--- config.mk ---
export PLATFORM = sky130hd
export DESIGN_NAME = tty_uart_tx
export DESIGN_NICKNAME = d
export VERILOG_FILES = /design/src/rtl/tty_uart_tx.sv
export SDC_FILE = /design/constraint.sdc
export NUM_CORES = 1
export LEC_CHECK = 0
export CORE_MARGIN = 8
export CORE_UTILIZATION = 35
export DETAILED_ROUTE_END_ITERATION = 16
export GPL_TIMING_DRIVEN = 1
export PLACE_DENSITY_LB_ADDON = 0.12
export SYNTH_ARGS = -nofsm -noshare
export SYNTH_HDL_FRONTEND = slang
export SYNTH_SLANG_ARGS = --single-unit
--- constraint.sdc ---
create_clock -name clk -period 6.1 [get_ports clk]
set_input_delay 0.61 -clock clk [delete_from_list [all_inputs] [get_ports clk]]
set_output_delay 0.61 -clock clk [all_outputs]
set_load 0.005 [all_outputs]
--- src/rtl/tty_uart_tx.sv ---
// Character FIFO feeding an 8N1 serial transmitter for the processor TTY port.
// Latency: a push into an empty FIFO is popped one edge later; the start bit appears on uart_tx one edge after the pop.
// Backpressure: TTY_ready drops when the FIFO is full; a write while full is dropped and latches overflow.
//
// Ports:
//   clk        - single clock, rising edge
//   reset      - asynchronous active-low reset
//   TTY_data   - 7-bit ASCII character; TTY_en strobes it into the FIFO
//   TTY_clear  - flushes the FIFO and clears overflow; a frame on the line finishes
//   TTY_ready  - a write this cycle will be accepted
//   uart_tx    - registered serial output, idle high
//   busy       - frame on the line or characters still queued
//   overflow   - sticky: at least one write was dropped since the last clear/reset
module tty_uart_tx #(
  parameter int CLK_HZ = 50000000,
  parameter int BAUD   = 115200,
  parameter int DEPTH  = 8
) (
  input  logic       clk,
  input  logic       reset,
  input  logic [6:0] TTY_data,
  input  logic       TTY_en,
  input  logic       TTY_clear,
  output logic       TTY_ready,
  output logic       uart_tx,
  output logic       busy,
  output logic       overflow
);

  localparam int DIV = CLK_HZ / BAUD;
  localparam int BW  = (DIV > 1) ? $clog2(DIV) : 1;
  localparam int PW  = $clog2(DEPTH);
  localparam int CW  = PW + 1;

  localparam logic [BW-1:0] BAUD_LAST = BW'(DIV - 1);
  localparam logic [CW-1:0] FULL      = CW'(DEPTH);

  typedef enum logic [1:0] {
    IDLE  = 2'd0,
    START = 2'd1,
    DATA  = 2'd2,
    STOP  = 2'd3
  } state_t;

  state_t          state_q, state_d;
  logic [PW-1:0]   wr_ptr_q, wr_ptr_d;
  logic [PW-1:0]   rd_ptr_q, rd_ptr_d;
  logic [CW-1:0]   count_q, count_d;
  logic [BW-1:0]   baud_q, baud_d;
  logic [2:0]      bit_q, bit_d;
  logic [7:0]      shift_q, shift_d;
  logic            tx_q, tx_d;
  logic            ovf_q, ovf_d;
  logic [6:0]      mem_q [DEPTH];

  logic            push;
  logic            pop;
  logic            baud_done;

  assign TTY_ready = (count_q != FULL);
  assign uart_tx   = tx_q;
  assign overflow  = ovf_q;
  assign busy      = (state_q != IDLE) || (count_q != '0);
  assign baud_done = (baud_q == BAUD_LAST);

  // Clear beats a same-cycle write; the IDLE pop is independent of clear so
  // the head character still goes out while the rest is flushed.
  assign push = TTY_en && TTY_ready && !TTY_clear;
  assign pop  = (state_q == IDLE) && (count_q != '0);

  // FIFO bookkeeping
  always_comb begin
    wr_ptr_d = wr_ptr_q;
    rd_ptr_d = rd_ptr_q;
    count_d  = count_q;
    ovf_d    = ovf_q;
    if (TTY_clear) begin
      wr_ptr_d = '0;
      rd_ptr_d = '0;
      count_d  = '0;
      ovf_d    = 1'b0;
    end else begin
      if (push) wr_ptr_d = wr_ptr_q + PW'(1);
      if (pop)  rd_ptr_d = rd_ptr_q + PW'(1);
      count_d = count_q + CW'(push) - CW'(pop);
      // Readiness is judged on the registered count, so a pop in the same
      // cycle as a full-FIFO write does not rescue the write.
      if (TTY_en && !TTY_ready) ovf_d = 1'b1;
    end
  end

  // Transmitter: tx_d is the line level for the current state, registered so
  // uart_tx trails the state register by one cycle.
  always_comb begin
    state_d = state_q;
    baud_d  = baud_q;
    bit_d   = bit_q;
    shift_d = shift_q;
    tx_d    = 1'b1;
    case (state_q)
      IDLE: begin
        tx_d = 1'b1;
        if (pop) begin
          shift_d = {1'b0, mem_q[rd_ptr_q]};
          baud_d  = '0;
          bit_d   = '0;
          state_d = START;
        end
      end
      START: begin
        tx_d = 1'b0;
        if (baud_done) begin
          baud_d  = '0;
          state_d = DATA;
        end else begin
          baud_d = baud_q + BW'(1);
        end
      end
      DATA: begin
        tx_d = shift_q[0];
        if (baud_done) begin
          baud_d  = '0;
          shift_d = {1'b0, shift_q[7:1]};
          if (bit_q == 3'd7) begin
            state_d = STOP;
          end else begin
            bit_d = bit_q + 3'd1;
          end
        end else begin
          baud_d = baud_q + BW'(1);
        end
      end
      STOP: begin
        tx_d = 1'b1;
        if (baud_done) begin
          baud_d  = '0;
          state_d = IDLE;
        end else begin
          baud_d = baud_q + BW'(1);
        end
      end
      default: begin
        state_d = IDLE;
      end
    endcase
  end

  always_ff @(posedge clk or negedge reset) begin
    if (!reset) begin
      state_q  <= IDLE;
      wr_ptr_q <= '0;
      rd_ptr_q <= '0;
      count_q  <= '0;
      baud_q   <= '0;
      bit_q    <= '0;
      shift_q  <= '0;
      tx_q     <= 1'b1;
      ovf_q    <= 1'b0;
    end else begin
      state_q  <= state_d;
      wr_ptr_q <= wr_ptr_d;
      rd_ptr_q <= rd_ptr_d;
      count_q  <= count_d;
      baud_q   <= baud_d;
      bit_q    <= bit_d;
      shift_q  <= shift_d;
      tx_q     <= tx_d;
      ovf_q    <= ovf_d;
    end
  end

  // Storage needs no reset: entries are only read after being written, and
  // reset empties the FIFO through the pointers and count.
  always_ff @(posedge clk) begin
    if (push) mem_q[wr_ptr_q] <= TTY_data;
  end

endmodule

==> qor.csv <==
stage;metric;value;unit
routing;routed wire length per instance;17.05;um
sta;Slew Viols, Final;0;
sta;relative slew slack;0.2840;
status;outcome;finished clean;
layout;most common cell after layout, fill and taps aside;sky130_fd_sc_hd__edfxtp_1;
setup_path;source of the worst register-to-register timing path;state_q[0];
clock_tree;clock-pin slew on the worst setup and hold paths;0.07;ns
setup_path;terminus of the critical flop-to-flop path;bit_q[0];
layout;register area;2509;um^2
global_route;first-pass GRT wire length;13060;um
routing;drt total wl;7740;um
clock_tree;clk buf depth;2;
routing;residual antenna-violating net count after detailed routing;0;
sta;RSZ-0062 raised after global routing;no;
setup_path;element type at the critical path end;primary output;
sta;final critical path time including I/O delays and setup;3.218;ns
floorplan;area of the core;11320;um^2
routing;routed length on met2;3605;um
synth;register area share after synthesis;0.6234;
sta;Min Hold Slack;0.3596;ns
setup_path;Critical Path AT;2.61;ns
place;DP Cell Count;438;
global_route;global-route usage over all layers;0.1120;
clock_tree;CTS Buf Count;9;
hold_path;class of the most critical hold timing path;in2async;
synth;post-synthesis area per instance;13.73;um^2
layout;area of combinational cells with multiple inputs;1398;um^2
floorplan;height of the die;123.2;um
clock_tree;number of gates resized after cts;0;
floorplan;die footprint;15180;um^2
routing;total via count after detailed routing;2320;
sta;Highest Clock Rate;310.7;MHz
global_route;maximum number of pins on one net before global-route repair;34;
layout;Antenna diodes;0;
power_and_ir_drop;Worst VDD drop;0.2306;mV
power_and_ir_drop;Leakage;1.684;nW
setup_path;Req. time, crit path;5.49;ns
layout;ratio of cells with drive above 1 in the final layout;0.09325;
layout;number of cells in the finished layout apart from fillers;454;
place;count of input and output buffers;14;
routing;routed length on met3;156;um
global_route;antenna violations before repair;0;
layout;Final Net Count;335;
power_and_ir_drop;final total power;1.922;mW
synth;warning count from the yosys run;0;
routing;remaining routing DRC violations;0;
synth;async set or reset register ratio after synthesis;0.3708;
routing;DR top layer;met4;
routing;drt first-iter violations;139;
flow_run;max-capacitance violation count;0;
clock_tree;Worst-Skew Late Latency;0.34;ns
synth;gate count after technology mapping;293;
clock_tree;number of buffers inserted for hold repair after clock tree synthesis;0;
clock_tree;CTS Root Cell;sky130_fd_sc_hd__clkbuf_16;
routing;per-cell via count in the routed design;5.110;
clock_tree;TritonCTS clock tree;done;
sta;Worst Skew;0.006943;ns
power_and_ir_drop;power density cells;421.4;nW/um^2
clock_tree;Setup Fix Bufs, Post-CTS;0;
synth;Most used DFF post-synth;sky130_fd_sc_hd__edfxtp_1;
setup_path;slack of the worst reg-to-reg path;3.30;ns
synth;count of state elements after synthesis;89;
sta;ratio of final minimum period to clock period;0.5276;
sta;Hold Fails Final Rpt;0;
synth;unique cell type count in the Yosys netlist;47;
sta;final setup violating endpoints;0;
global_route;vias in the first global route;2443;
routing;M1 wire length;3882;um
sta;worst-margin pin slew;1.069;ns
place;DP Wirelength;5212;um
setup_path;cells on worst reg2reg path;6;
floorplan;horizontal die dimension;123.2;um
clock_tree;Sink Count;89;
floorplan;number of top-level pins;15;
place;RD Place Congestion;0.7230;
synth;nets in the synthesized netlist;322;
layout;most used cells in the layout excluding fill and tap cells;sky130_fd_sc_hd__edfxtp_1 (56), sky130_fd_sc_hd__dfrtp_1 (32), sky130_fd_sc_hd__ha_1 (17);
global_route;overflow left after global routing;0;
floorplan;floorplan row count;39;
floorplan;initial core utilization;0.3554;
layout;filler cell count in the final layout;1083;
layout;Area growth, synth to finish;13.34;%
synth;Post-synth EDFFs;56;
setup_path;highest fanout seen on the critical path;17;
clock_tree;CTS HTree Levels;3;
setup_path;launching element type of the critical path;flip-flop;
setup_path;path type of the worst setup path;reg2out;
synth;mapped cell area;4024;um^2
routing;TritonRoute pass-1 iters;5;
sta;aggregate negative setup slack;0;ns
## flip-flops by register name, summed over array words and instances (netlist names)
name / cells
overflow: 1
baud_q: 9
state_q: 2
uart_tx: 1
mem_q: 56
shift_q: 7
bit_q: 3
rd_ptr_q: 3
wr_ptr_q: 3
count_q: 4
## critical path, cell delays in order (launching register included)
cell and delay [ns]:
sky130_fd_sc_hd__dfrtp_1 0.42, sky130_fd_sc_hd__inv_1 0.12, sky130_fd_sc_hd__ha_1 0.37, sky130_fd_sc_hd__and3_1 0.68, sky130_fd_sc_hd__inv_2 0.18, sky130_fd_sc_hd__clkdlybuf4s50_1 0.50
## logic make-up after synthesis
kind of cell	count (synthesis)	synth area share
flip-flops	89	0.6234
XOR/XNOR	6	0.01306
AO/OA/AOI/OAI	58	0.09639
multiplexers	23	0.08364
buffers and inverters	26	0.02923
AND/OR/NAND/NOR	73	0.09639
adder cells (fa/ha/maj)	18	0.05784
## final cells by class
| class | instances | share of cell area |
|---|---|---|
| multi-input cells | 178 | 0.3064 |
| flip-flops and latches | 89 | 0.5501 |
| inverters | 13 | 0.01070 |
| clock inverters | 7 | 0.01289 |
| repair buffers | 15 | 0.03128 |
| clock buffers | 9 | 0.04938 |
| well taps | 143 | 0.03923 |
## synth_stat cells (2+ instances only)
cell type	n	area [um^2]
sky130_fd_sc_hd__a211oi_1	6	45.04
sky130_fd_sc_hd__a21o_1	4	30.03
sky130_fd_sc_hd__a21oi_1	15	75.07
sky130_fd_sc_hd__a22o_1	2	17.52
sky130_fd_sc_hd__a2bb2oi_1	6	52.55
sky130_fd_sc_hd__a31oi_1	2	12.51
sky130_fd_sc_hd__and3_1	5	31.28
sky130_fd_sc_hd__buf_1	2	7.510
sky130_fd_sc_hd__buf_2	4	20.02
sky130_fd_sc_hd__buf_4	2	15.01
sky130_fd_sc_hd__clkbuf_1	4	15.01
sky130_fd_sc_hd__dfrtp_1	32	800.8
sky130_fd_sc_hd__edfxtp_1	56	1682
sky130_fd_sc_hd__ha_1	17	212.7
sky130_fd_sc_hd__inv_1	12	45.04
sky130_fd_sc_hd__mux2i_1	13	130.1
sky130_fd_sc_hd__mux4_2	7	157.7
sky130_fd_sc_hd__nand2_1	15	56.30
sky130_fd_sc_hd__nand2b_1	3	18.77
sky130_fd_sc_hd__nand3_1	11	55.05
sky130_fd_sc_hd__nor2_1	16	60.06
sky130_fd_sc_hd__nor2b_1	6	37.54
sky130_fd_sc_hd__nor3_1	2	10.01
sky130_fd_sc_hd__nor3b_1	2	15.01
sky130_fd_sc_hd__o211ai_1	6	45.04
sky130_fd_sc_hd__o21ai_1	11	55.05
sky130_fd_sc_hd__o311ai_1	3	26.28
sky130_fd_sc_hd__or2_1	2	12.51
sky130_fd_sc_hd__or3_1	4	25.02
sky130_fd_sc_hd__or3b_1	2	17.52
sky130_fd_sc_hd__xnor2_1	2	17.52
sky130_fd_sc_hd__xor2_1	4	35.03
## worst max path at each step
stage	startpoint	end	cells after the start
floorplan	count_q[2]	count_q[1]	11
global placement	TTY_clear	mem_q[0][4]	3
detailed placement	TTY_clear	mem_q[0][5]	3
CTS	state_q[1]	busy	5
global route	state_q[1]	busy	5
finish	state_q[1]	busy	5
## layer usage
layer / up-vias / global-route usage
li1: 1125 / -
met4: 0 / 0.04966
met5: - / 0
met2: 19 / 0.1744
met3: 9 / 0.02009
met1: 1167 / 0.1503
## stage by stage
step                      utilization  worst slack (ns)  area (um^2)
after global routing           0.4029             2.655         4561
after floorplan                     -             3.779         4024
after CTS                      0.4029             2.810         4561
after global placement         0.3778             3.244         4277
after detailed placement       0.3778             3.074         4277
final                          0.4029             2.882         4561
## report_power, final
part	switching (mW)	internal [mW]	total, mW
clock network	0.249	0.283	0.532
logic	0.327	0.272	0.599
registers	0.0609	0.730	0.791
total	0.637	1.29	1.92
(Power assumes the default switching activity.)
